$ cat config.mk
export PLATFORM = sky130hd
export DESIGN_NAME = vga_plot_arbiter
export DESIGN_NICKNAME = d
export VERILOG_FILES = /design/src/rtl/vga_plot_arbiter.sv
export SDC_FILE = /design/constraint.sdc
export NUM_CORES = 1
export LEC_CHECK = 0
export CAP_MARGIN = 40
export CORE_UTILIZATION = 41
export DETAILED_ROUTE_END_ITERATION = 8
export PLACE_DENSITY_LB_ADDON = 0.3
export SETUP_SLACK_MARGIN = 0.4
export SKIP_LAST_GASP = 1
export SLEW_MARGIN = 20
export SYNTH_ARGS = -nofsm -noshare
export SYNTH_HDL_FRONTEND = slang
export SYNTH_SLANG_ARGS = --single-unit
$ cat constraint.sdc
create_clock -name clk -period 2.3 [get_ports clk]
set_input_delay 0.69 -clock clk [delete_from_list [all_inputs] [get_ports clk]]
set_output_delay 0.69 -clock clk [all_outputs]
set_load 0.05 [all_outputs]
$ cat src/rtl/vga_plot_arbiter.sv
// Round-robin owner of the single vga_adapter plot port: one sprite engine per burst,
// registered pixel forwarding, and a watchdog that revokes a grant from a hung engine.
module vga_plot_arbiter #(
  parameter int N_REQ   = 4,
  parameter int X_W     = 8,
  parameter int Y_W     = 7,
  parameter int C_W     = 3,
  parameter int TIMEOUT = 1024
) (
  input  logic                 clk,
  input  logic                 reset,
  input  logic [N_REQ-1:0]     req,
  input  logic [N_REQ-1:0]     done,
  input  logic [N_REQ*X_W-1:0] req_x,
  input  logic [N_REQ*Y_W-1:0] req_y,
  input  logic [N_REQ*C_W-1:0] req_colour,
  input  logic [N_REQ-1:0]     req_plot,
  output logic [N_REQ-1:0]     gnt,
  output logic [X_W-1:0]       x,
  output logic [Y_W-1:0]       y,
  output logic [C_W-1:0]       colour,
  output logic                 plot,
  output logic                 busy,
  output logic                 timeout_err
);

  localparam int PW   = (N_REQ > 1) ? $clog2(N_REQ) : 1;
  localparam int WD_W = $clog2(TIMEOUT);

  localparam logic [1:0] S_IDLE  = 2'd0;
  localparam logic [1:0] S_GRANT = 2'd1;
  localparam logic [1:0] S_GAP   = 2'd2;

  logic [1:0]      state;
  logic [PW-1:0]   ptr, own, win, ptr_nxt;
  logic [WD_W-1:0] wd;
  logic            found;
  logic [PW:0]     idx;
  logic            rel_done, rel_abort, rel_to, rel;

  // First requester at or after ptr, wrapping; the ptr rotation makes this fair.
  always_comb begin
    win   = '0;
    found = 1'b0;
    idx   = '0;
    for (int i = 0; i < N_REQ; i++) begin
      idx = {1'b0, ptr} + (PW+1)'(i);
      if (idx >= (PW+1)'(N_REQ)) idx = idx - (PW+1)'(N_REQ);
      if (!found && req[idx[PW-1:0]]) begin
        found = 1'b1;
        win   = idx[PW-1:0];
      end
    end
  end

  assign rel_done  = done[own];
  assign rel_abort = !req[own];
  assign rel_to    = (wd == WD_W'(TIMEOUT-1));
  assign rel       = rel_done | rel_abort | rel_to;
  assign ptr_nxt   = (own == PW'(N_REQ-1)) ? '0 : own + PW'(1);
  assign busy      = (state != S_IDLE);

  always_ff @(posedge clk or posedge reset) begin
    if (reset) begin
      state       <= S_IDLE;
      ptr         <= '0;
      own         <= '0;
      wd          <= '0;
      gnt         <= '0;
      x           <= '0;
      y           <= '0;
      colour      <= '0;
      plot        <= 1'b0;
      timeout_err <= 1'b0;
    end else begin
      timeout_err <= 1'b0;
      case (state)
        S_IDLE: begin
          plot <= 1'b0;
          if (found) begin
            gnt   <= {{(N_REQ-1){1'b0}}, 1'b1} << win;
            own   <= win;
            wd    <= '0;
            state <= S_GRANT;
          end
        end
        S_GRANT: begin
          if (rel) begin
            // The pixel sampled on the release cycle is dropped on purpose.
            gnt         <= '0;
            plot        <= 1'b0;
            ptr         <= ptr_nxt;
            state       <= S_GAP;
            timeout_err <= rel_to & !rel_done & !rel_abort;
          end else begin
            plot <= req_plot[own];
            if (req_plot[own]) begin
              x      <= req_x[int'(own)*X_W +: X_W];
              y      <= req_y[int'(own)*Y_W +: Y_W];
              colour <= req_colour[int'(own)*C_W +: C_W];
            end
            wd <= wd + WD_W'(1);
          end
        end
        S_GAP: begin
          plot  <= 1'b0;
          state <= S_IDLE;
        end
        default: begin
          gnt   <= '0;
          plot  <= 1'b0;
          state <= S_IDLE;
        end
      endcase
    end
  end

endmodule
After elaboration in Yosys (flattened, before gate mapping)
Index checks and enable logic that the tools add are counted.
{"block": "classes", "addsub": 9, "multipliers": 2, "magnitude_cmp": 9, "n_eq_ne": 7, "shift": 4, "n_mux": 40, "bitwise_logic": 6, "reduce_logical": 17}
{"operator": "32-bit by 6-bit indexed part select with 8-bit output", "n": 1}
{"operator": "28-bit by 6-bit indexed part select with 7-bit output", "n": 1}
{"operator": "2-bit 2-to-1 mux", "n": 11}
{"operator": "10-bit 2-to-1 mux", "n": 2}
{"operator": "10-bit case mux with 2 select lines", "n": 1}
{"operator": "2-bit by 3-bit < comparator with 1-bit output (second input constant)", "n": 5}
{"operator": "1-bit 2-to-1 mux", "n": 15}
{"operator": "1-bit binary-select mux with 2-bit select", "n": 7}
{"operator": "4-bit case mux with 3 select lines", "n": 1}
{"operator": "12-bit by 5-bit indexed part select with 3-bit output", "n": 1}
{"operator": "10-bit by 1-bit adder with 10-bit output (second input constant)", "n": 1}
{"operator": "10-bit == test (second input constant)", "n": 1}
{"operator": "3-bit >= comparator (second input constant)", "n": 3}
{"operator": "3-bit AND reduction", "n": 3}
{"operator": "4-bit 2-to-1 mux", "n": 2}
{"operator": "2-bit by 1-bit subtractor with 2-bit output (second input constant)", "n": 4}
{"operator": "2-bit by 2-bit adder with 3-bit output (second input constant)", "n": 2}
{"operator": "2-bit inequality test (second input constant)", "n": 3}
{"operator": "2-bit AND reduction", "n": 3}
{"operator": "1-bit zero test", "n": 5}
{"operator": "2-bit by 3-bit multiplier with 5-bit output (second input constant)", "n": 1}
{"operator": "2-bit == test (second input constant)", "n": 2}
{"operator": "2-bit by 2-bit multiplier with 4-bit output (second input constant)", "n": 1}
{"operator": "2-bit case mux with 2 select lines", "n": 1}
{"operator": "11 further kinds", "n": 17}
{"block": "word_totals", "reg_bits": 40, "input_bits": 86, "out_inout_bits": 25, "wordCells": 104}

Longest topological paths before layout
{"block": "depth", "ltp_word": 17, "mapped_depth": 6, "depth_no_buf": 5}

Worst setup path after synthesis
Ideal clock, no wire load.
{"block": "synth_timing", "path_kind": "in2reg", "start": "in done[3]", "end": "reg x[0]", "setup_time_ns": 0.128, "arrival_time_ns": 2.280, "required_ns": 2.172, "slack_ns": -0.108, "stages": 5, "n_path_buf": 1, "path_cell_list": "nand2b_1 > mux4_2 > nor3_4 > buf_4 > mux2_1"}
{"block": "synth_between", "elab_chain_len": 6}
{"item": "start, declared", "line_no": "13", "source": "input logic [N_REQ-1:0] done,"}
{"item": "1-bit binary-select mux with 2-bit select", "line_no": "56", "source": "assign rel_done = done[own];"}
{"item": "1-bit 2-to-1 mux (implied by the code)", "line_no": "56"}
{"item": "1-bit OR (2 in series)", "line_no": "59", "source": "assign rel = rel_done | rel_abort | rel_to;"}
{"item": "1-bit NOT (no line)"}
{"item": "3-bit AND reduction (no line)"}
{"item": "end signal, assigned", "line_no": "98", "source": "x <= req_x[int'(own)*X_W +: X_W];"}
{"item": "end, declared", "line_no": "19", "source": "output logic [X_W-1:0] x,"}
Every way passes these cells. The select of a mux whose other input is x is not followed.
A chain may end at the register's enable or synchronous reset.

Final worst setup path
{"block": "layout_timing", "start": "in done[3]", "end": "reg ptr[1]"}
{"block": "layout_between", "elab_chain_len": 5}
{"item": "1-bit binary-select mux with 2-bit select", "line_no": "56"}
{"item": "1-bit 2-to-1 mux (implied by the code)", "line_no": "56"}
{"item": "1-bit OR (2 in series)", "line_no": "59"}
{"item": "2-bit AND reduction (no line)"}
{"item": "end signal, assigned", "line_no": "92", "source": "ptr <= ptr_nxt;"}
{"item": "end, declared", "line_no": "35", "source": "logic [PW-1:0] ptr, own, win, ptr_nxt;"}
Every way passes these cells. The select of a mux whose other input is x is not followed.

==> implementation parameters <==
Parameter                              Value

Placement
  Last weighted congestion value of the routability-driven placer    0.865
  Count of port buffers added during placement    110
  Cell Area, Placed    roughly 3700 sq um
  Worst setup slack after placement    -0.378 ns
  Post-DP HPWL    between 5000 and 6000 um
  Placed cell count    384

Outcome
  Result of the run    completed

STA
  Headroom to the max-slew limit    65.1%
  Final Max Slew Viols    0
  Unrepaired setup endpoints after global routing    yes
  Transition time at the pin with the least slew margin    around 0.53 ns
  Clock period minus worst slack    2.12 ns
  Highest clock frequency the design can meet    between 0.4 and 0.5 GHz
  Setup-violating endpoint count in the final report    0
  Final worst setup slack    about 0.18 ns
  Worst clock skew    ~0.015 ns
  Period utilization    a little over 90%
  Hold violation count in the final report    0
  Final-layout worst hold slack    roughly 0.5 ns

Critical path
  Critical path, cell by cell    buf_6, nand2b_4, mux4_2, buf_6, buf_6, o21ai_2, buf_6, mux2_2
  Setup Crit Path Kind    primary input to flop
  Cell mode on critical path    sky130_fd_sc_hd__buf_6
  Cell family contributing the most delay on the critical path    multiplexers
  Worst Reg2Reg Path Length in Cells    8
  Beginning of the worst register-to-register path    wd[0]
  WP data required    between 2 and 2.5 ns
  Register-to-register setup slack    between 0.2 and 0.3 ns
  Worst flop-to-flop path endpoint    y[1]
  Signal arrival time at the worst endpoint    about 2.3 ns
  Critical path launch point    done[3]
  Nature of the critical path startpoint    primary input
  Largest stage delay on the critical path    roughly 0.52 ns
  Standard cell with the maximum stage delay on the critical path    sky130_fd_sc_hd__mux4_2
  Critical path capture point type    flop
  Crit path buffers/inverters    4
  Worst-path fanout max    4
  Crit. path cell count    8
  Capture point of the worst path    ptr[1]

Synth
  Count of flip-flops with a built-in enable after synthesis    0
  Cells taking the most area after synthesis    sky130_fd_sc_hd__dfrtp_1 43%, sky130_fd_sc_hd__mux4_2 20%, sky130_fd_sc_hd__mux2_1 4.8%
  Post-Synthesis Cells    between 150 and 200
  Number of library cell types mapped by synthesis    40
  Total of warnings raised by yosys    0
  #FFs+latches synth    40
  Share of the synthesized area in the top cell type    42.6%
  Mean instance size in the synthesized netlist    12.5 sq um
  Synth Flop Type    sky130_fd_sc_hd__dfrtp_1
  Synthesized area    around 2400 sq um
  Synth Net Count    276
  Async set-or-reset flop fraction in the synthesized netlist    100%
  Sequential fraction of the synthesis area    between 40 and 50%
  Biggest area consumer among synthesized cells    sky130_fd_sc_hd__dfrtp_1

Finish
  Layout area overhead    80.4%
  Commonest non-fill, non-tap cells in the layout    73 x sky130_fd_sc_hd__clkdlybuf4s50_1, 40 x sky130_fd_sc_hd__dfrtp_1, 25 x sky130_fd_sc_hd__buf_4, 21 x sky130_fd_sc_hd__mux4_2
  Post-route core utilization    between 70% and 80%
  Most common cell after layout, fill and taps aside    sky130_fd_sc_hd__clkdlybuf4s50_1
  Count of antenna diodes in the layout    0
  Non-filler cells, final    407
  Count of nets after finishing    422
  Post-route standard cell area excluding fillers    about 4200 sq um
  Share of final-layout standard cells stronger than drive strength 1    36.4%

Die
  Top-level I/O count    approximately 110
  Core outline area    5510 sq um
  Chip Width    slightly below 80 um
  Total number of placement rows    27
  Die height    around 78 um
  Starting density of the core    between 40% and 50%
  Full die area    slightly above 6000 sq um

Global route
  First-pass GRT wire length    11,400 um
  Vias in the first global route    approximately 2.4k
  Antenna violations before repair    0
  GRT Resource Usage Total    roughly a quarter
  Pin count of the biggest net entering global routing    26
  Final global-route overflow total    0

Clocking
  Deepest level of the CTS H-tree    2
  Clock slew seen by the registers of the worst setup and hold paths    roughly 0.080 ns
  CTS Root Cell    sky130_fd_sc_hd__clkbuf_8
  Clk sink count    40
  Worst-case clock buffer depth    2
  Number of buffers inserted during clock tree synthesis    5
  TritonCTS clock tree    built
  Clk Latency, worst-skew pair    slightly below 0.3 ns

Power and ir drop
  Largest voltage drop on the vdd net    between 800 and 900 uV
  Power density over cell area    approximately 1100 nW/um^2
  Total leakage power    1.79 nW

Drt
  Count of unresolved DRC violations after routing    0
  First-pass detailed-route iteration total    4
  Detail-routed net length per standard cell    around 18 um
  Vias    ~2.3k
  Remaining antenna violation count    0
  Via count normalized by instance count    5.55
  Initial DRC Count    137
  Final WL    ~7200 um

Min path
  Path type of the worst min-delay path    flop to flop

Flow run
  Number of violations of the max-capacitance limit    0
==> area by class of cell <==
type / count / area, sq um
Multi-Input combinational cell: 133 / 1530
Timing Repair Buffer: 147 / 1480
Fill cell: 333 / 1260
Sequential cell: 40 / 1000
Tap cell: 72 / 90.1
Clock buffer: 6 / 82.6
Clock inverter: 2 / 38.8
Inverter: 7 / 26.3
==> per-stage QoR <==
stage,setup TNS [ns],power (W)
floorplan,-0.00704,0.00286
global placement,-11.02,0.00378
detailed placement,-11.73,0.00383
CTS,0,0.00467
global route,0,0.00503
finish,0,0.00481
==> layer usage <==
metal / GRT usage [%] / vias to the layer above / wire (um)
met3: 4.71 / 12 / 452
met4: 3.96 / 0 / 74
met2: 43.5 / 109 / 3820
met1: 31.0 / 1125 / 2890
met5: 0 / - / 0
li1: - / 1014 / -
==> kinds of logic (layout without fill, tap and decap cells) <==
group	Yosys count	count (layout)	share of synthesized area [%]
adder cells (fa/ha/maj)	2	2	1.06
flip-flops	40	40	42.6
AND/OR/NAND/NOR	57	57	13.3
buffers and inverters	15	162	2.61
AO/OA/AOI/OAI	27	27	8.25
multiplexers	47	47	32.2
==> synthesized netlist by cell type (2+ instances only) <==
library cell and number:
sky130_fd_sc_hd__a21oi_1 5, sky130_fd_sc_hd__a22o_1 2, sky130_fd_sc_hd__and3_1 2, sky130_fd_sc_hd__clkbuf_1 6
sky130_fd_sc_hd__dfrtp_1 40, sky130_fd_sc_hd__ha_1 2, sky130_fd_sc_hd__inv_1 7, sky130_fd_sc_hd__mux2_1 10
sky130_fd_sc_hd__mux2_2 10, sky130_fd_sc_hd__mux2i_1 6, sky130_fd_sc_hd__mux4_2 21, sky130_fd_sc_hd__nand2_1 16
sky130_fd_sc_hd__nand2b_1 9, sky130_fd_sc_hd__nand3_1 2, sky130_fd_sc_hd__nor2_1 5, sky130_fd_sc_hd__nor2b_1 5
sky130_fd_sc_hd__nor3_1 6, sky130_fd_sc_hd__nor4_1 4, sky130_fd_sc_hd__o21a_1 3, sky130_fd_sc_hd__o21ai_0 3
sky130_fd_sc_hd__o31ai_1 3, sky130_fd_sc_hd__or4_1 3
==> state kept, by name, summed over array words and instances, names as in the netlist <==
register / count
colour: 3
gnt: 4
own: 2
plot: 1
ptr: 2
state: 2
timeout_err: 1
wd: 10
x: 8
y: 7
==> worst min path at each step <==
| stage | start | end | slack (ns) | cells past startpoint |
|---|---|---|---|---|
| floorplan | wd[4] | wd[4] | 0.47 | 1 |
| global placement | x[2] | x[2] | 0.47 | 1 |
| detailed placement | x[2] | x[2] | 0.48 | 1 |
| CTS | gnt[0] | gnt[0] | 0.50 | 1 |
| global route | gnt[0] | gnt[0] | 0.52 | 1 |
| finish | gnt[0] | gnt[0] | 0.50 | 1 |
==> power breakdown <==
part	total (W)	switching [W]	internal (W)
clock network	0.000609	0.000254	0.000355
registers	0.00118	0.000224	0.000957
logic	0.00302	0.00156	0.00146
total	0.00481	0.00204	0.00277
==> repair_timing <==
| item | 4_1_cts | 5_1_grt |
|---|---|---|
| resized for setup | 104 | 35 |
| endpoints found under the hold margin | 0 | 0 |
| buffers inserted | 8 | 4 |
| endpoints found under the setup margin | 65 | 56 |
| cloned | 3 | 0 |
| pin swaps | 10 | 9 |
| hold buffers | 0 | 0 |
==> worst register-to-register path, delay by kind of cell, from the launching register on <==
| family | cells | cell delay [ns] |
|---|---|---|
| simple gates | 3 | 0.61 |
| mux | 1 | 0.29 |
| fa+ha+maj | 1 | 0.23 |
| flops | 1 | 0.40 |
| buf+inv | 3 | 0.38 |
No activity file was read; power rests on OpenSTA's default activity.
